--- src/rtl/frame_tx_pkg.sv ---
// Shared types and frame constants for the frame transmit sequencer.
// Optional feature macro: FRAME_REPEAT_EN (back-to-back repeat frames).
package frame_tx_pkg;

  localparam int FRAME_LEN_DEF = 19;
  localparam int PAYLOAD_W_DEF = 5;
  localparam int DIV_W_DEF     = 8;

  localparam logic [4:0] FRAME_HDR = 5'b11110;
  localparam logic [6:0] FRAME_TRL = 7'b0101111;
  // Tail stages between trailer and register end sit at idle level.
  localparam logic [1:0] FRAME_PAD = 2'b11;

  typedef enum logic [1:0] {
    IDLE,
    LOAD,
    SHIFT,
    END
  } state_e;

  function automatic logic [FRAME_LEN_DEF-1:0] frame_word(
    input logic [PAYLOAD_W_DEF-1:0] p
  );
    return {FRAME_HDR, p, FRAME_TRL, FRAME_PAD};
  endfunction

endpackage

--- src/rtl/frame_tx_sequencer_bit_tick_gen.sv ---
// Bit-period divider: counts 0..div-1 while run is high.
// tick is high on the terminal count of each period.
module bit_tick_gen #(
  parameter int DIV_W = 8
) (
  input  logic             clk,
  input  logic             rst_n,
  input  logic             run,
  input  logic [DIV_W-1:0] div,
  output logic             tick
);

  logic [DIV_W-1:0] cnt_q;
  logic [DIV_W-1:0] cnt_d;

  assign tick = run && (cnt_q == (div - DIV_W'(1)));

  always_comb begin
    cnt_d = cnt_q;
    if (!run) begin
      cnt_d = '0;
    end else if (tick) begin
      cnt_d = '0;
    end else begin
      cnt_d = cnt_q + DIV_W'(1);
    end
  end

  always_ff @(posedge clk or negedge rst_n) begin
    if (!rst_n) begin
      cnt_q <= '0;
    end else begin
      cnt_q <= cnt_d;
    end
  end

endmodule

--- src/rtl/frame_tx_sequencer.sv ---
// Load/shift sequencer for the frame register and idle-line mux.
// Optional feature macro: FRAME_REPEAT_EN adds repeat_i input.
module frame_tx_sequencer
  import frame_tx_pkg::*;
#(
  parameter int FRAME_LEN = FRAME_LEN_DEF,
  parameter int PAYLOAD_W = PAYLOAD_W_DEF,
  parameter int DIV_W     = DIV_W_DEF
) (
  input  logic                 clk,
  input  logic                 rst_n,
  input  logic                 start_valid,
  output logic                 start_ready,
  input  logic [PAYLOAD_W-1:0] payload,
  input  logic [DIV_W-1:0]     baud_div,
  output logic                 load_n,
  output logic                 shift_en,
  output logic                 tx_gate,
  output logic [PAYLOAD_W-1:0] payload_q,
  output logic                 busy,
  output logic                 done
`ifdef FRAME_REPEAT_EN
  ,
  input  logic                 repeat_i
`endif
);

  localparam int BIT_W = $clog2(FRAME_LEN);
  localparam logic [BIT_W-1:0] LAST_BIT = BIT_W'(FRAME_LEN - 1);

  state_e           state_q;
  logic [DIV_W-1:0] div_q;
  logic [BIT_W-1:0] bit_q;
  logic             tick;
  logic             rep_d;

`ifdef FRAME_REPEAT_EN
  logic             rep_q;
  assign rep_d = repeat_i;
`else
  assign rep_d = 1'b0;
`endif

  bit_tick_gen #(
    .DIV_W(DIV_W)
  ) u_tick (
    .clk  (clk),
    .rst_n(rst_n),
    .run  (state_q == SHIFT),
    .div  (div_q),
    .tick (tick)
  );

  assign start_ready = (state_q == IDLE);

  // Last bit gets no shift so it holds for a full period.
  assign shift_en = (state_q == LOAD)
                  | (tick && (bit_q != LAST_BIT));

  always_ff @(posedge clk or negedge rst_n) begin
    if (!rst_n) begin
      state_q   <= IDLE;
      div_q     <= '0;
      bit_q     <= '0;
      payload_q <= '0;
      load_n    <= 1'b1;
      tx_gate   <= 1'b0;
      busy      <= 1'b0;
      done      <= 1'b0;
`ifdef FRAME_REPEAT_EN
      rep_q     <= 1'b0;
`endif
    end else begin
      unique case (state_q)
        IDLE: begin
          if (start_valid) begin
            state_q   <= LOAD;
            payload_q <= payload;
            div_q     <= (baud_div == '0) ? DIV_W'(1) : baud_div;
            load_n    <= 1'b0;
            busy      <= 1'b1;
          end
        end
        LOAD: begin
          state_q <= SHIFT;
          load_n  <= 1'b1;
          tx_gate <= 1'b1;
          bit_q   <= '0;
        end
        SHIFT: begin
          if (tick) begin
            if (bit_q == LAST_BIT) begin
              state_q <= END;
              tx_gate <= 1'b0;
              done    <= 1'b1;
              busy    <= rep_d;
`ifdef FRAME_REPEAT_EN
              rep_q   <= repeat_i;
`endif
            end else begin
              bit_q <= bit_q + BIT_W'(1);
            end
          end
        end
        END: begin
          done <= 1'b0;
`ifdef FRAME_REPEAT_EN
          if (rep_q) begin
            state_q <= LOAD;
            load_n  <= 1'b0;
            busy    <= 1'b1;
          end else begin
            state_q <= IDLE;
            busy    <= 1'b0;
          end
`else
          state_q <= IDLE;
          busy    <= 1'b0;
`endif
        end
        default: begin
          state_q <= IDLE;
        end
      endcase
    end
  end

endmodule

--- config.mk ---
export PLATFORM = sky130hd
export DESIGN_NAME = frame_tx_sequencer
export DESIGN_NICKNAME = d
export VERILOG_FILES = /design/src/rtl/frame_tx_pkg.sv /design/src/rtl/frame_tx_sequencer_bit_tick_gen.sv /design/src/rtl/frame_tx_sequencer.sv
export SDC_FILE = /design/constraint.sdc
export NUM_CORES = 1
export LEC_CHECK = 0
export ABC_AREA = 1
export CELL_PAD_IN_SITES_DETAIL_PLACEMENT = 1
export CELL_PAD_IN_SITES_GLOBAL_PLACEMENT = 1
export CORE_MARGIN = 2
export CORE_UTILIZATION = 39
export DETAILED_ROUTE_END_ITERATION = 6
export HOLD_SLACK_MARGIN = 0.05
export MAX_ROUTING_LAYER = met4
export PLACE_DENSITY_LB_ADDON = 0.12
export RECOVER_POWER = 100
export SETUP_SLACK_MARGIN = 0.2
export SLEW_MARGIN = 20
export SYNTH_ARGS = -nofsm -noshare
export SYNTH_HDL_FRONTEND = slang
export SYNTH_SLANG_ARGS = --single-unit
--- constraint.sdc ---
create_clock -name clk -period 2.5 [get_ports clk]
set_clock_uncertainty 0.2 [all_clocks]
set_input_delay 0.75 -clock clk [delete_from_list [all_inputs] [get_ports clk]]
set_output_delay 0.75 -clock clk [all_outputs]
set_load 0.05 [all_outputs]
==> run metrics, run 1 <==
fin crit period=2.78 ns; max-cap violation count=0; Detailed Place HPWL=between 3000 and 4000 um; drc violations=0; Leak Pwr=1.20 nW; Sink Count=32; total of warnings raised by yosys=0; HP Start=busy; Worst Setup Path Type=register to output pin; first-pass GRT wire length=7090 um; Synth Area in Compound Gates=4.16%; n_diodes=0; data arrival time of the worst path=1.83 ns; Final setup viols=1; CP required=1.55 ns; DRT Pass-1 Iters=4; PnR worst setup slack=-0.280 ns; dpl cells=316; critical path endpoint category=output pin; CTS tree=yes; Layout fillers=543; Yosys top cell area share=43.0%; initial antenna violation count=0; core area=~4400 um2; via density per instance=4.86; worst hold path stage count=2; CP bufs+invs=3; hold crit path type=register to register; Netlist cell types=27; Post-Synth Adder-Cell Area=5.55%; hold_buf cts=0; post-route insts no fill=328; initial core utilization=roughly two fifths; die area=5180 um2; P&R area growth vs syn=30.1%; Seq cells post-synth=32; crit-path cells=inv_2, ha_4, nand2_1, inv_1, nor2_1, nand2_1, nor2_2, nand3_2, nor2_4, nand3_4, nand2_8, buf_12; CP max-delay cell=dfrtp_1; Critical Path Max Stage Delay=0.39 ns; PortBufs=26; Syn Inst Count=231; row cnt=24; maximum fanout along the worst path=2; TritonCTS Buffers=5; Worst path most repeated cell=nand2_1; sequential area share after synthesis=44.5%; Final ANT Viol Nets=0; Post-Synth Simple-Gate Area=33.6%; final WL=4140 um; share of layout cells above drive strength 1=14.9%; max-slew violations=0; Post-Route Hold Slack=0.266 ns; Setup crit start kind=register; GPL Wtd Cong=0.843; fin crit share=111%; P per Cell Area=1230 nW/um2; area leader, netlist=dfrtp_1; worst flop-to-flop path endpoint=done; overall routing resource usage=18.0%; FMAX=about 0.36 GHz; ys async rst share=100%; Area contributors post-synth=dfrtp_1 43%, nand2_1 16%, ha_1 5.6%, inv_1 5.0%, nor2_1 4.4%; Util after Layout=approximately 53%; vias in the first global route=1,546; failing checks=setup timing; Synth Area in XOR/XNOR=4.37%; later-pin clock latency in the skew report=0.28 ns; routed wire length per instance=between 10 and 15 um; H-tree levels=2; Post-synth EDFFs=0; depth of the worst register-to-register path=16; RR Startpoint=div_q[1]; Hold Fails Final Rpt=0; largest family of logic cells by synthesized area=simple AND/OR/NAND/NOR gates; mux cell area share after synthesis=0.555%; Top FF cell, synth=dfrtp_1; Root Buffer=clkbuf_8; CTS max path bufs=2; Boundary Pins=27; status=finished with violations; die height=72.0 um; peak supply drop=0.537 mV; Worst-path clk slew=0.07 ns; via count=~1,600; Die W=around 70 um; RSZ-0062 raised after global routing=true; Worst Hold End=busy; net count after synthesis=255; Synth Area per Inst=7.81 um2; grt ovf=0; post-place setup slack=-0.00340 ns; setup slack, reg-to-reg=between 0.1 and 0.15 ns; worst slew pin tran=0.806 ns; largest net degree at the start of global routing=33; Slew headroom=46.3%; Total Nets Final=around 300; CP delay by family, top=simple AND/OR/NAND/NOR gates; most frequent cell after synthesis=nand2_1; Post-Syn Area=1800 um2; Post-synth top cells=78 x nand2_1, 31 x dfrtp_1, 24 x inv_1; DR iter-0 viols=74
==> how the worst max path moves through the flow <==
stage	cells past startpoint	startpoint	slack (ns)	to
floorplan	11	div_q[0]	0.06	shift_en
global placement	12	div_q[1]	0.02	shift_en
finish	12	div_q[1]	-0.28	shift_en
detailed placement	13	div_q[1]	-0.003	shift_en
global route	13	div_q[1]	-0.40	shift_en
CTS	12	div_q[0]	-0.31	shift_en
==> where the power goes <==
group	switching, W	internal (W)
clock	0.000191	0.000296
combinational	0.00103	0.000572
sequential	0.000118	0.000684
==> worst reg2reg max path: stages (launching register included) <==
cell     delay (ns)
dfrtp_1        0.39
inv_2          0.07
ha_4           0.20
nand2_1        0.05
inv_1          0.04
nor2_1         0.07
nand2_1        0.07
nor2_2         0.11
nand3_2        0.10
nor2_4         0.13
buf_4          0.12
buf_4          0.10
nand2_1        0.05
nand2_1        0.30
nand2_1        0.13
nand2_1        0.07
o21ai_0        0.07
==> layout make-up <==
class	count	area [um2]	area share [%]
Clock inverter	2	35.0	1.49
Tap cell	52	65.1	2.77
Multi-Input combinational cell	167	906	38.6
Sequential cell	32	802	34.2
Timing Repair Buffer	39	353	15.0
Inverter	30	113	4.80
Clock buffer	6	72.6	3.09
==> metrics by stage <==
stage / cell area (um2) / power [W] / TNS (ns)
floorplan: 1830 / 0.00191 / 0
global placement: 2220 / 0.00239 / 0
detailed placement: 2220 / 0.00242 / -0.00340
CTS: 2330 / 0.00290 / -0.311
global route: 2350 / 0.00314 / -0.676
finish: 2350 / 0.00289 / -0.280
==> cells by family after synthesis <==
kind of cell	count (synthesis)
simple gates	134
buf+inv	32
flops	32
compound gates	15
xor+xnor	9
fa+ha+maj	8
mux	1
==> layer usage <==
| layer | part of all wire (%) | global-route usage (%) | routed length [um] |
|---|---|---|---|
| met5 | 0 | - | 0 |
| met4 | 1.1 | 4.40 | 44 |
| met3 | 2.8 | 4.58 | 118 |
| met2 | 47 | 27.1 | 1950 |
| met1 | 49 | 24.4 | 2030 |
==> state kept, by name (all words and copies together) (netlist names) <==
signal	flops
u_tick.cnt_q	8
payload_q	5
done	1
tx_gate	1
load_n	1
div_q	8
bit_q	5
busy	1
state_q	2
==> placed cells by master (no fill, tap or decap), types with 2 or more instances in the layout <==
master            n
nor2_4            2
clkbuf_1          3
xor2_1            8
nor3b_1           2
nor3_1            4
nor2_2            2
nor2_1           20
a21oi_1           3
inv_1            23
inv_2             5
clkdlybuf4s50_1  13
clkbuf_2          2
o21ai_0          12
clkinv_1          2
buf_4            10
buf_12            2
nand3_2           4
dfrtp_1          31
nand4_1           5
dlygate4sd3_1     2
nand2_2           3
dlygate4sd2_1     8
nand3_1          11
ha_1              7
clkbuf_8          5
nand2_1          77
==> repair_timing <==
item | 4_1_cts | 5_1_grt
setup buffers | 1 | 3
pin swaps | 2 | 5
setup endpoints to repair | 9 | 5
resized for setup | 9 | 7
(Power assumes the default switching activity.)
==> inputs of run 2 (changes only) <==
==> constraint.sdc (replaced) <==
create_clock -name clk -period 2.5 [get_ports clk]
set_clock_uncertainty 0.2 [all_clocks]
set_input_delay 0.375 -clock clk [delete_from_list [all_inputs] [get_ports clk]]
set_output_delay 0.375 -clock clk [all_outputs]
set_load 0.05 [all_outputs]
==> run 2 against run 1 <==
Compared with the run above: the run now ends clean; cell area shrank 1.7%; first-iteration DRC count down 35%; cell count fell by 0.91%; global-route usage grew 1.1 points; clock-buffer cell count is the same; via count is 1.3% lower; sequential share of layout area grew 0.59 points; critical path type unchanged; largest cell class unchanged.
==> run metrics, run 2 (synthesis gave the netlist of run 1 again) <==
via density per instance=4.84 (-0.41%); maximum fanout along the worst path=2 (unchanged); vias in the first global route=1,654 (+7.0%); Root Buffer=clkbuf_8; crit path launch=div_q[0]; Slew headroom=44.9% (-1.4 points); Worst Setup Path Type=register to output pin; depth of the worst register-to-register path=14 (-2); Die W=72.0 um (unchanged); Top Registers=div_q x8, u_tick.cnt_q x8; row cnt=24 (unchanged); net switching power=0.00133 W (-0.32%); core area=4410 um2 (unchanged); Worst-path clk slew=0.07 ns (about the same); RR Startpoint=div_q[0]; Leak Pwr=1.16 nW (-3.2%); commonest cells after routing, fill and taps aside=77 x nand2_1, 31 x dfrtp_1, 24 x inv_1; overall routing resource usage=19.0% (+1.1 points); later-pin clock latency in the skew report=0.28 ns (about the same); P&R area growth vs syn=27.9%; RSZ-0062 raised after global routing=true; TritonCTS Buffers=5 (unchanged); hold crit path type=register to register; Final ANT Viol Nets=0 (unchanged); Final setup viols=0 (-1); Switching Share=47.8% (+1.5 points); setup slack, reg-to-reg=0.27 ns (+0.15 ns); peak supply drop=0.583 mV (+8.5%); Boundary Pins=27 (unchanged); DR iter-0 viols=48 (-35%); GPL Wtd Cong=0.747 (-11%); CP required=1.92 ns (+0.37 ns); die area=5180 um2 (unchanged); DRT Pass-1 Iters=4 (unchanged); share of layout cells above drive strength 1=12.1% (-2.8 points); initial antenna violation count=0 (unchanged); placed inst area=2150 um2 (-3.2%); Clock power frac=15.1% (-1.7 points); fin crit share=95.3% (-16 points); max-cap violation count=0 (unchanged); largest net degree at the start of global routing=33 (unchanged); Hold Fails Final Rpt=0 (unchanged); critical path endpoint category=output pin; sequential power share=28.9% (+1.1 points); Critical Path End=shift_en; routed wire length per instance=12.9 um (+2.1%); CTS max path bufs=2 (unchanged); PortBufs=26 (unchanged); final WL=4190 um (+1.2%); drc violations=0 (unchanged); hold_buf cts=0 (unchanged); worst slew pin tran=0.827 ns (+0.0210 ns); data arrival time of the worst path=1.81 ns (-0.02 ns); P per Cell Area=1210 nW/um2 (-1.9%); H-tree levels=2 (unchanged); Detailed Place HPWL=3110 um (-2.9%); via count=1,573 (-1.3%); grt ovf=0 (unchanged); initial core utilization=40.8% (unchanged); first-pass GRT wire length=7530 um (+6.3%); setup_tns=0 ns (+0.280 ns); Logic pwr share=56.0% (+0.6 points); CTS tree=yes; Setup crit start kind=register; Sink Count=32 (unchanged); P_int=0.00145 W (-6.3%); max-slew violations=0 (unchanged); die height=72.0 um (unchanged); Total Nets Final=296 (-1.0%); n_diodes=0 (unchanged); post-route design area=2310 um2 (-1.7%); FMAX=0.420 GHz (+17%); leading cell type in the layout, fill and taps excluded=nand2_1; worst flop-to-flop path endpoint=bit_q[0]; status=finished clean; fin crit period=2.38 ns (-0.397 ns)
[run 2: how the worst min path moves through the flow]
stage	depth (start not counted)	slack (ns)	end	start
after floorplan	0	-0.12	bit_q[0]	rst_n
after global placement	2	0.26	busy	busy
after detailed placement	2	0.27	busy	busy
after CTS	2	0.29	payload_q[1]	payload_q[1]
after global routing	2	0.32	payload_q[4]	payload_q[4]
final	2	0.28	busy	busy
[run 2: power groups by stage]
stage | sequential (W) | clock [W] | combinational (W)
2_1_floorplan | 0.00101 | 0 | 0.000864
5_1_grt | 0.000829 | 0.000447 | 0.00175
3_5_place_dp | 0.000817 | 0 | 0.00150
4_1_cts | 0.000807 | 0.000428 | 0.00156
3_3_place_gp | 0.000815 | 0 | 0.00147
6_report | 0.000803 | 0.000422 | 0.00156
[run 2: stage by stage]
stage / instances / utilization, % / total power (W) / worst slack (ns) / hold WS (ns)
2_1_floorplan: 231 / - / 0.00188 / 0.301 / -0.121
3_3_place_gp: 311 / 48.8 / 0.00228 / 0.196 / 0.257
3_5_place_dp: 311 / 48.8 / 0.00232 / 0.150 / 0.273
4_1_cts: 324 / 52.1 / 0.00280 / 0.0801 / 0.286
5_1_grt: 325 / 52.2 / 0.00303 / 0.0137 / 0.316
6_report: 325 / 52.2 / 0.00278 / 0.118 / 0.275
[run 2: worst max-delay path, cell delays in order, from the launching register on]
cell and delay [ns]:
dfrtp_1 0.39, inv_2 0.09, ha_4 0.21, nand2_2 0.05, inv_1 0.03, nor2_1 0.07, nand2_1 0.06, nor2_1 0.10
nand3_1 0.11, nor2_4 0.13, nand3_4 0.09, nand2_4 0.07, buf_12 0.13
[run 2: timing repair]
item / in CTS / in global routing
resized for setup: 3 / 6
cloned: 0 / 0
endpoints found under the hold margin: 0 / 0
buffers inserted: 5 / 1
endpoints found under the setup margin: 2 / 6
pin swaps: 2 / 2
[run 2: final cells by class]
type | instances | area, um2
Clock inverter | 2 | 10.0
Timing Repair Buffer | 36 | 330
Fill cell | 551 | 2110
Multi-Input combinational cell | 167 | 903
Clock buffer | 6 | 82.6
Tap cell | 52 | 65.1
Inverter | 30 | 113
Sequential cell | 32 | 802
[run 2: per-layer routing]
| layer | vias to the layer above | routed length (um) | global-route usage, % |
|---|---|---|---|
| met5 | - | 0 | - |
| met4 | 0 | 49 | 6.29 |
| met3 | 5 | 114 | 3.33 |
| met2 | 21 | 1900 | 29.2 |
| met1 | 742 | 2120 | 25.7 |
| li1 | 805 | - | - |
